**src/rtl/axis_uart_pkg.sv**
```systemverilog
// axis_uart_pkg: shared FSM encoding, default frame parameters and width helpers for the UART blocks
package axis_uart_pkg;

    typedef enum logic [1:0] {
        IDLE  = 2'd0,
        START = 2'd1,
        DATA  = 2'd2,
        STOP  = 2'd3
    } state_t;

    localparam int DEF_DATA_WIDTH = 8;
    localparam int DEF_CLOCK_DIV  = 4;
    localparam int DEF_STOP_BITS  = 1;
    localparam int FRAME_BITS     = 1 + DEF_DATA_WIDTH + DEF_STOP_BITS;

    function automatic int clog2(input int n);
        int r;
        r = 0;
        while ((1 << r) < n) r++;
        return r;
    endfunction

    // A counter still needs one bit when it only ever holds zero.
    function automatic int cnt_width(input int n);
        return (n < 2) ? 1 : clog2(n);
    endfunction

endpackage

```
**src/rtl/uart_bit_timer.sv**
```systemverilog
// uart_bit_timer: divides the clock into UART bit periods of CLOCK_DIV cycles
//   clock      : system clock, rising edge
//   reset      : synchronous active-high reset, clears the divider
//   restart    : holds the divider at zero so the next bit starts on a clean boundary
//   tick       : high during the final cycle of each bit
//   last_cycle : high one cycle before tick, so a caller can register an output
//                that must already be valid during the bit's final cycle
module uart_bit_timer
    import axis_uart_pkg::*;
#(
    parameter int CLOCK_DIV = DEF_CLOCK_DIV
) (
    input  logic clock,
    input  logic reset,
    input  logic restart,
    output logic tick,
    output logic last_cycle
);

    localparam int CW = cnt_width(CLOCK_DIV);

    logic [CW-1:0] cnt;

    assign tick       = cnt == CW'(CLOCK_DIV - 1);
    assign last_cycle = cnt == CW'(CLOCK_DIV - 2);

    always_ff @(posedge clock) begin
        if (reset || restart || tick)
            cnt <= '0;
        else
            cnt <= cnt + CW'(1);
    end

endmodule

```
**src/rtl/axis_uart_tx.sv**
```systemverilog
// axis_uart_tx: AXI-stream word consumer that serialises each word onto a UART line, LSB first
//   clock  : system clock, rising edge
//   reset  : synchronous active-high reset; abandons any frame in progress
//   idata  : stream data, latched only on handshake
//   ivalid : stream valid
//   iready : stream ready (registered); high in IDLE and in the final stop cycle
//   txd    : UART line (registered), idles high
//   busy   : high while a frame is in progress (registered)
module axis_uart_tx
    import axis_uart_pkg::*;
#(
    parameter int DATA_WIDTH = DEF_DATA_WIDTH,
    parameter int CLOCK_DIV  = DEF_CLOCK_DIV,
    parameter int STOP_BITS  = DEF_STOP_BITS
) (
    input  logic                  clock,
    input  logic                  reset,
    input  logic [DATA_WIDTH-1:0] idata,
    input  logic                  ivalid,
    output logic                  iready,
    output logic                  txd,
    output logic                  busy
);

    localparam int BW = cnt_width(DATA_WIDTH);

    state_t                state;
    logic [DATA_WIDTH-1:0] shift;
    logic [BW-1:0]         bit_cnt;
    logic                  stop_cnt;
    logic                  tick;
    logic                  last_cycle;
    logic                  take;
    logic                  final_stop;

    assign take       = ivalid && iready;
    assign final_stop = stop_cnt == 1'(STOP_BITS - 1);

    // The divider is parked at zero in IDLE, so a frame's first bit is always full length.
    uart_bit_timer #(
        .CLOCK_DIV(CLOCK_DIV)
    ) u_timer (
        .clock     (clock),
        .reset     (reset),
        .restart   (state == IDLE),
        .tick      (tick),
        .last_cycle(last_cycle)
    );

    always_ff @(posedge clock) begin
        if (reset) begin
            state    <= IDLE;
            shift    <= '0;
            bit_cnt  <= '0;
            stop_cnt <= 1'b0;
            txd      <= 1'b1;
            iready   <= 1'b0;
            busy     <= 1'b0;
        end else begin
            case (state)
                IDLE: begin
                    iready <= !take;
                    busy   <= take;
                    txd    <= !take;
                    if (take) begin
                        shift <= idata;
                        state <= START;
                    end
                end
                START: begin
                    if (tick) begin
                        state   <= DATA;
                        txd     <= shift[0];
                        shift   <= shift >> 1;
                        bit_cnt <= '0;
                    end
                end
                DATA: begin
                    if (tick) begin
                        if (bit_cnt == BW'(DATA_WIDTH - 1)) begin
                            state    <= STOP;
                            txd      <= 1'b1;
                            stop_cnt <= 1'b0;
                        end else begin
                            txd     <= shift[0];
                            shift   <= shift >> 1;
                            bit_cnt <= bit_cnt + BW'(1);
                        end
                    end
                end
                STOP: begin
                    // Open the stream for the last stop cycle so a waiting word starts with no gap.
                    if (last_cycle && final_stop)
                        iready <= 1'b1;
                    if (tick) begin
                        if (!final_stop) begin
                            stop_cnt <= 1'b1;
                        end else if (take) begin
                            shift  <= idata;
                            state  <= START;
                            txd    <= 1'b0;
                            iready <= 1'b0;
                        end else begin
                            state <= IDLE;
                            busy  <= 1'b0;
                        end
                    end
                end
                default: state <= IDLE;
            endcase
        end
    end

endmodule

```
**config.mk**
```make
export PLATFORM = sky130hd
export DESIGN_NAME = axis_uart_tx
export DESIGN_NICKNAME = d
export VERILOG_FILES = /design/src/rtl/axis_uart_pkg.sv /design/src/rtl/uart_bit_timer.sv /design/src/rtl/axis_uart_tx.sv
export SDC_FILE = /design/constraint.sdc
export NUM_CORES = 1
export LEC_CHECK = 0
export ABC_AREA = 1
export CORE_ASPECT_RATIO = 1.5
export CORE_UTILIZATION = 40
export CTS_CLUSTER_DIAMETER = 40
export CTS_CLUSTER_SIZE = 28
export DETAILED_ROUTE_END_ITERATION = 7
export PLACE_DENSITY = 0.71
export REMOVE_ABC_BUFFERS = 1
export SLEW_MARGIN = 20
export SYNTH_ARGS = -nofsm -noshare
export SYNTH_HDL_FRONTEND = slang
export SYNTH_SLANG_ARGS = --single-unit
```
**constraint.sdc**
```tcl
create_clock -name clock -period 3.1 [get_ports clock]
set_input_delay 0.62 -clock clock [delete_from_list [all_inputs] [get_ports clock]]
set_output_delay 0.62 -clock clock [all_outputs]
set_load 0.03 [all_outputs]
```
==> results.cfg <==
[floorplan]
num_io_pins = 14
floorplan.core_area_um2 = 2450
start_util_pct = 42.49
die_area_um2 = 2815
die_y_um = 64.48
die_width_um = 43.66
core.rowCount = 22

[worst_setup_path]
worst_r2r_path_depth = 9
reg2reg_capture_point = shift[2]
type_of_element_launching_the_critical_path = register
critical_path_class = reg2reg
critical_path_required_ns = 3.29
cp_num_buf_inv = 2
setup_slack_on_the_worst_flop_to_flop_path_ns = 1.13
critical-path-slowest-cell = sky130_fd_sc_hd__ha_1
crit_path_max_incr_delay_ns = 0.47
worstPathCellList = inv_1 > ha_1 > inv_2 > nand2_2 > nand2_2 > nor2_4 > nand2_1 > nand2_1 > nor2_1
crit_family = simple AND/OR/NAND/NOR gates
rr_startpoint = state[0]
crit_arrival_ns = 2.16
critPathMaxFanout = 16
worstSetupEndpointType = register

[drt]
final_antenna_net_count = 0
num_vias = 922
avgRoutedWirePerCell_um = 9.750
drt-initial-drc-count = 18
drt_pass_1_iters = 6
drt-vias-per-instance = 4.802
drt_drc_violations_left = 1
wl_um = 1872

[min_path]
timing.hold.worst_endpoint = u_timer.cnt[0]
worstHoldPathCells = 1
hold_path_class = reg2reg
min-delay-start = u_timer.cnt[0]

[cells_and_area]
finish.net_count = 190
antenna_cells = 0
postLayoutCoreUtil_pct = 49.39
final_layout_size_suffix_gt1_share_pct = 5.952
area_growth_pct = 16.23

[grt]
grt_antenna_before_repair = 0
grt_start_max_net_pins = 17
globalRoute.totalOverflow = 0
track_usage_pct = 15.22
grt_first_pass_wirelength_um = 3381
first_global_vias = 861

[synth]
synth_area_per_cell_um2 = 6.716
yosys-top-cells-area = sky130_fd_sc_hd__dfxtp_1, sky130_fd_sc_hd__nand2_1, sky130_fd_sc_hd__ha_1
fraction_of_post_synthesis_cell_area_in_the_top_cell_type_by_area_pct = 34.62
yosys_warnings = 0
ys_seq_elements = 18
syn-cell-area_um2 = 1041
post_synth_num_cell_types = 18
yosysSeqAreaShare_pct = 34.62
syn-instance-count = 155
top_cell_type_by_total_area_after_synthesis = sky130_fd_sc_hd__dfxtp_1

[cts]
cts-hold-fix-buffers = 0
cts_buffers = 3
tritoncts = built
worst_skew_pair.late_latency_ns = 0.29
clk_path_buf_depth = 2
cts_setup_buffers = 0
cts.sink_count = 18
clkSlewWorstSetupHoldPaths_ns = 0.11
cts_repair_resizes = 0
root_buffer_selected_by_cts = sky130_fd_sc_hd__clkbuf_4
htreeDepth = 1

[power_and_ir_drop]
totalPowerFinal_uw = 983.9
power_density_nw_per_um2 = 813.2
leakage_uw = 0.0005841
ir_drop_uv = 368.8

[timing]
finalClockSkew_ns = 0.008763
final-setup-viol-count = 0
worst-slew-pin-transition_ns = 0.4264
timing.final.hold_violations = 0
fmax_ghz = 0.5087
setup_tns_ns = 0
layout_setup_ws_ns = 1.134
timing.final.crit_period_ns = 1.966
rsz0062_at_grt = false
slew_headroom_pct = 71.54
post-route-period-util_pct = 63.41
final_max_slew_viol_count = 0

[placed_design]
preCtsSetupSlack_ns = 1.107
detailed_placer_s_ending_hpwl_um = 1456
numPortBuffers = 13
place.gp.congestion = 0.8300

[outcome]
status = finished with violations
failed_checks = design-rule violations

[flow_run]
max_capacitance_violation_count = 0
-- metrics by stage --
step | hold slack [ns] | cell area, um2 | cells
after floorplan | 0.4173 | 1013 | 151
after CTS | 0.4609 | 1210 | 192
after detailed placement | 0.4385 | 1174 | 188
after global routing | 0.4744 | 1210 | 192
after global placement | 0.4291 | 1174 | 188
final | 0.4533 | 1210 | 192
-- worst register-to-register path, stage by stage, from the launching register on --
cell and delay [ns]:
sky130_fd_sc_hd__dfxtp_1 0.44, sky130_fd_sc_hd__inv_1 0.13, sky130_fd_sc_hd__ha_1 0.47, sky130_fd_sc_hd__inv_2 0.18, sky130_fd_sc_hd__nand2_2 0.10, sky130_fd_sc_hd__nand2_2 0.06
sky130_fd_sc_hd__nor2_4 0.29, sky130_fd_sc_hd__nand2_1 0.10, sky130_fd_sc_hd__nand2_1 0.07, sky130_fd_sc_hd__nor2_1 0.04
-- per-layer routing --
layer | part of all wire [%] | track usage [%] | vias up | wire length, um
met3 | 2.0 | 1.671 | 2 | 38
met2 | 51 | 28.36 | 9 | 952
met5 | 0 | 0 | - | 0
met4 | 0.85 | 4.688 | 0 | 16
met1 | 46 | 17.30 | 410 | 865
li1 | - | - | 501 | -
-- layout make-up --
cell class                      instances  area [um2]
Fill cell                             253        1240
Clock buffer                            4       36.28
Sequential cell                        18       360.3
Inverter                               18       67.56
Timing Repair Buffer                   13       130.1
Multi-Input combinational cell        115       585.6
Tap cell                               24       30.03
-- kinds of logic after synthesis --
family / count (synthesis) / synth area share (%)
adders and majority gates: 10 / 12.02
and+or+nand+nor: 85 / 32.93
AOI/OAI and AO/OA: 20 / 11.30
DFF: 18 / 34.62
buffers and inverters: 22 / 9.135
-- how the worst max path moves through the flow --
stage                     startpoint        to  cells after the start
final                       state[0]  shift[2]                      9
after global routing        state[0]  shift[0]                      9
after CTS                   state[0]  shift[2]                      9
after detailed placement      ivalid  shift[7]                      8
after global placement        ivalid  shift[5]                      8
after floorplan             state[0]  shift[0]                      9
-- state kept, by name, indices dropped and copies added (netlist names) --
signal,count
shift,8
bit_cnt,3
state,2
u_timer.cnt,2
busy,1
iready,1
txd,1
-- placed cells by master, fill, tap and decap left out --
| cell | Yosys | final |
|---|---|---|
| sky130_fd_sc_hd__inv_2 | 2 | 2 |
| sky130_fd_sc_hd__nor2_1 | 30 | 30 |
| sky130_fd_sc_hd__nand3_1 | 2 | 2 |
| sky130_fd_sc_hd__o21ai_0 | 7 | 7 |
| sky130_fd_sc_hd__inv_1 | 16 | 16 |
| sky130_fd_sc_hd__nand2_2 | 2 | 2 |
| sky130_fd_sc_hd__nand2_1 | 47 | 47 |
| sky130_fd_sc_hd__clkdlybuf4s50_1 | 0 | 13 |
| sky130_fd_sc_hd__nand3_2 | 1 | 1 |
| sky130_fd_sc_hd__clkbuf_8 | 0 | 1 |
| sky130_fd_sc_hd__dfxtp_1 | 18 | 18 |
| sky130_fd_sc_hd__ha_1 | 10 | 10 |
| sky130_fd_sc_hd__a21oi_1 | 6 | 6 |
| sky130_fd_sc_hd__nor3_1 | 2 | 2 |
| sky130_fd_sc_hd__a21boi_0 | 7 | 7 |
| sky130_fd_sc_hd__nor2_4 | 1 | 1 |
| sky130_fd_sc_hd__clkbuf_4 | 0 | 3 |
-- cell usage after synthesis, drive strengths merged --
cell type,number
inv,18
a21boi,7
nand2,49
a21oi,6
nor3,2
ha,10
dfxtp,18
clkbuf,1
buf,3
nor2,31
o21ai,7
nand3,3
-- where the power goes --
| group | leakage [uW] | internal (uW) | switching, uW |
|---|---|---|---|
| Sequential | 0.000148 | 296 | 39.4 |
| Combinational | 0.000415 | 187 | 315 |
| Clock | 0.0000210 | 71.4 | 74.2 |
| Total | 0.000584 | 555 | 429 |
(Power assumes the default switching activity.)
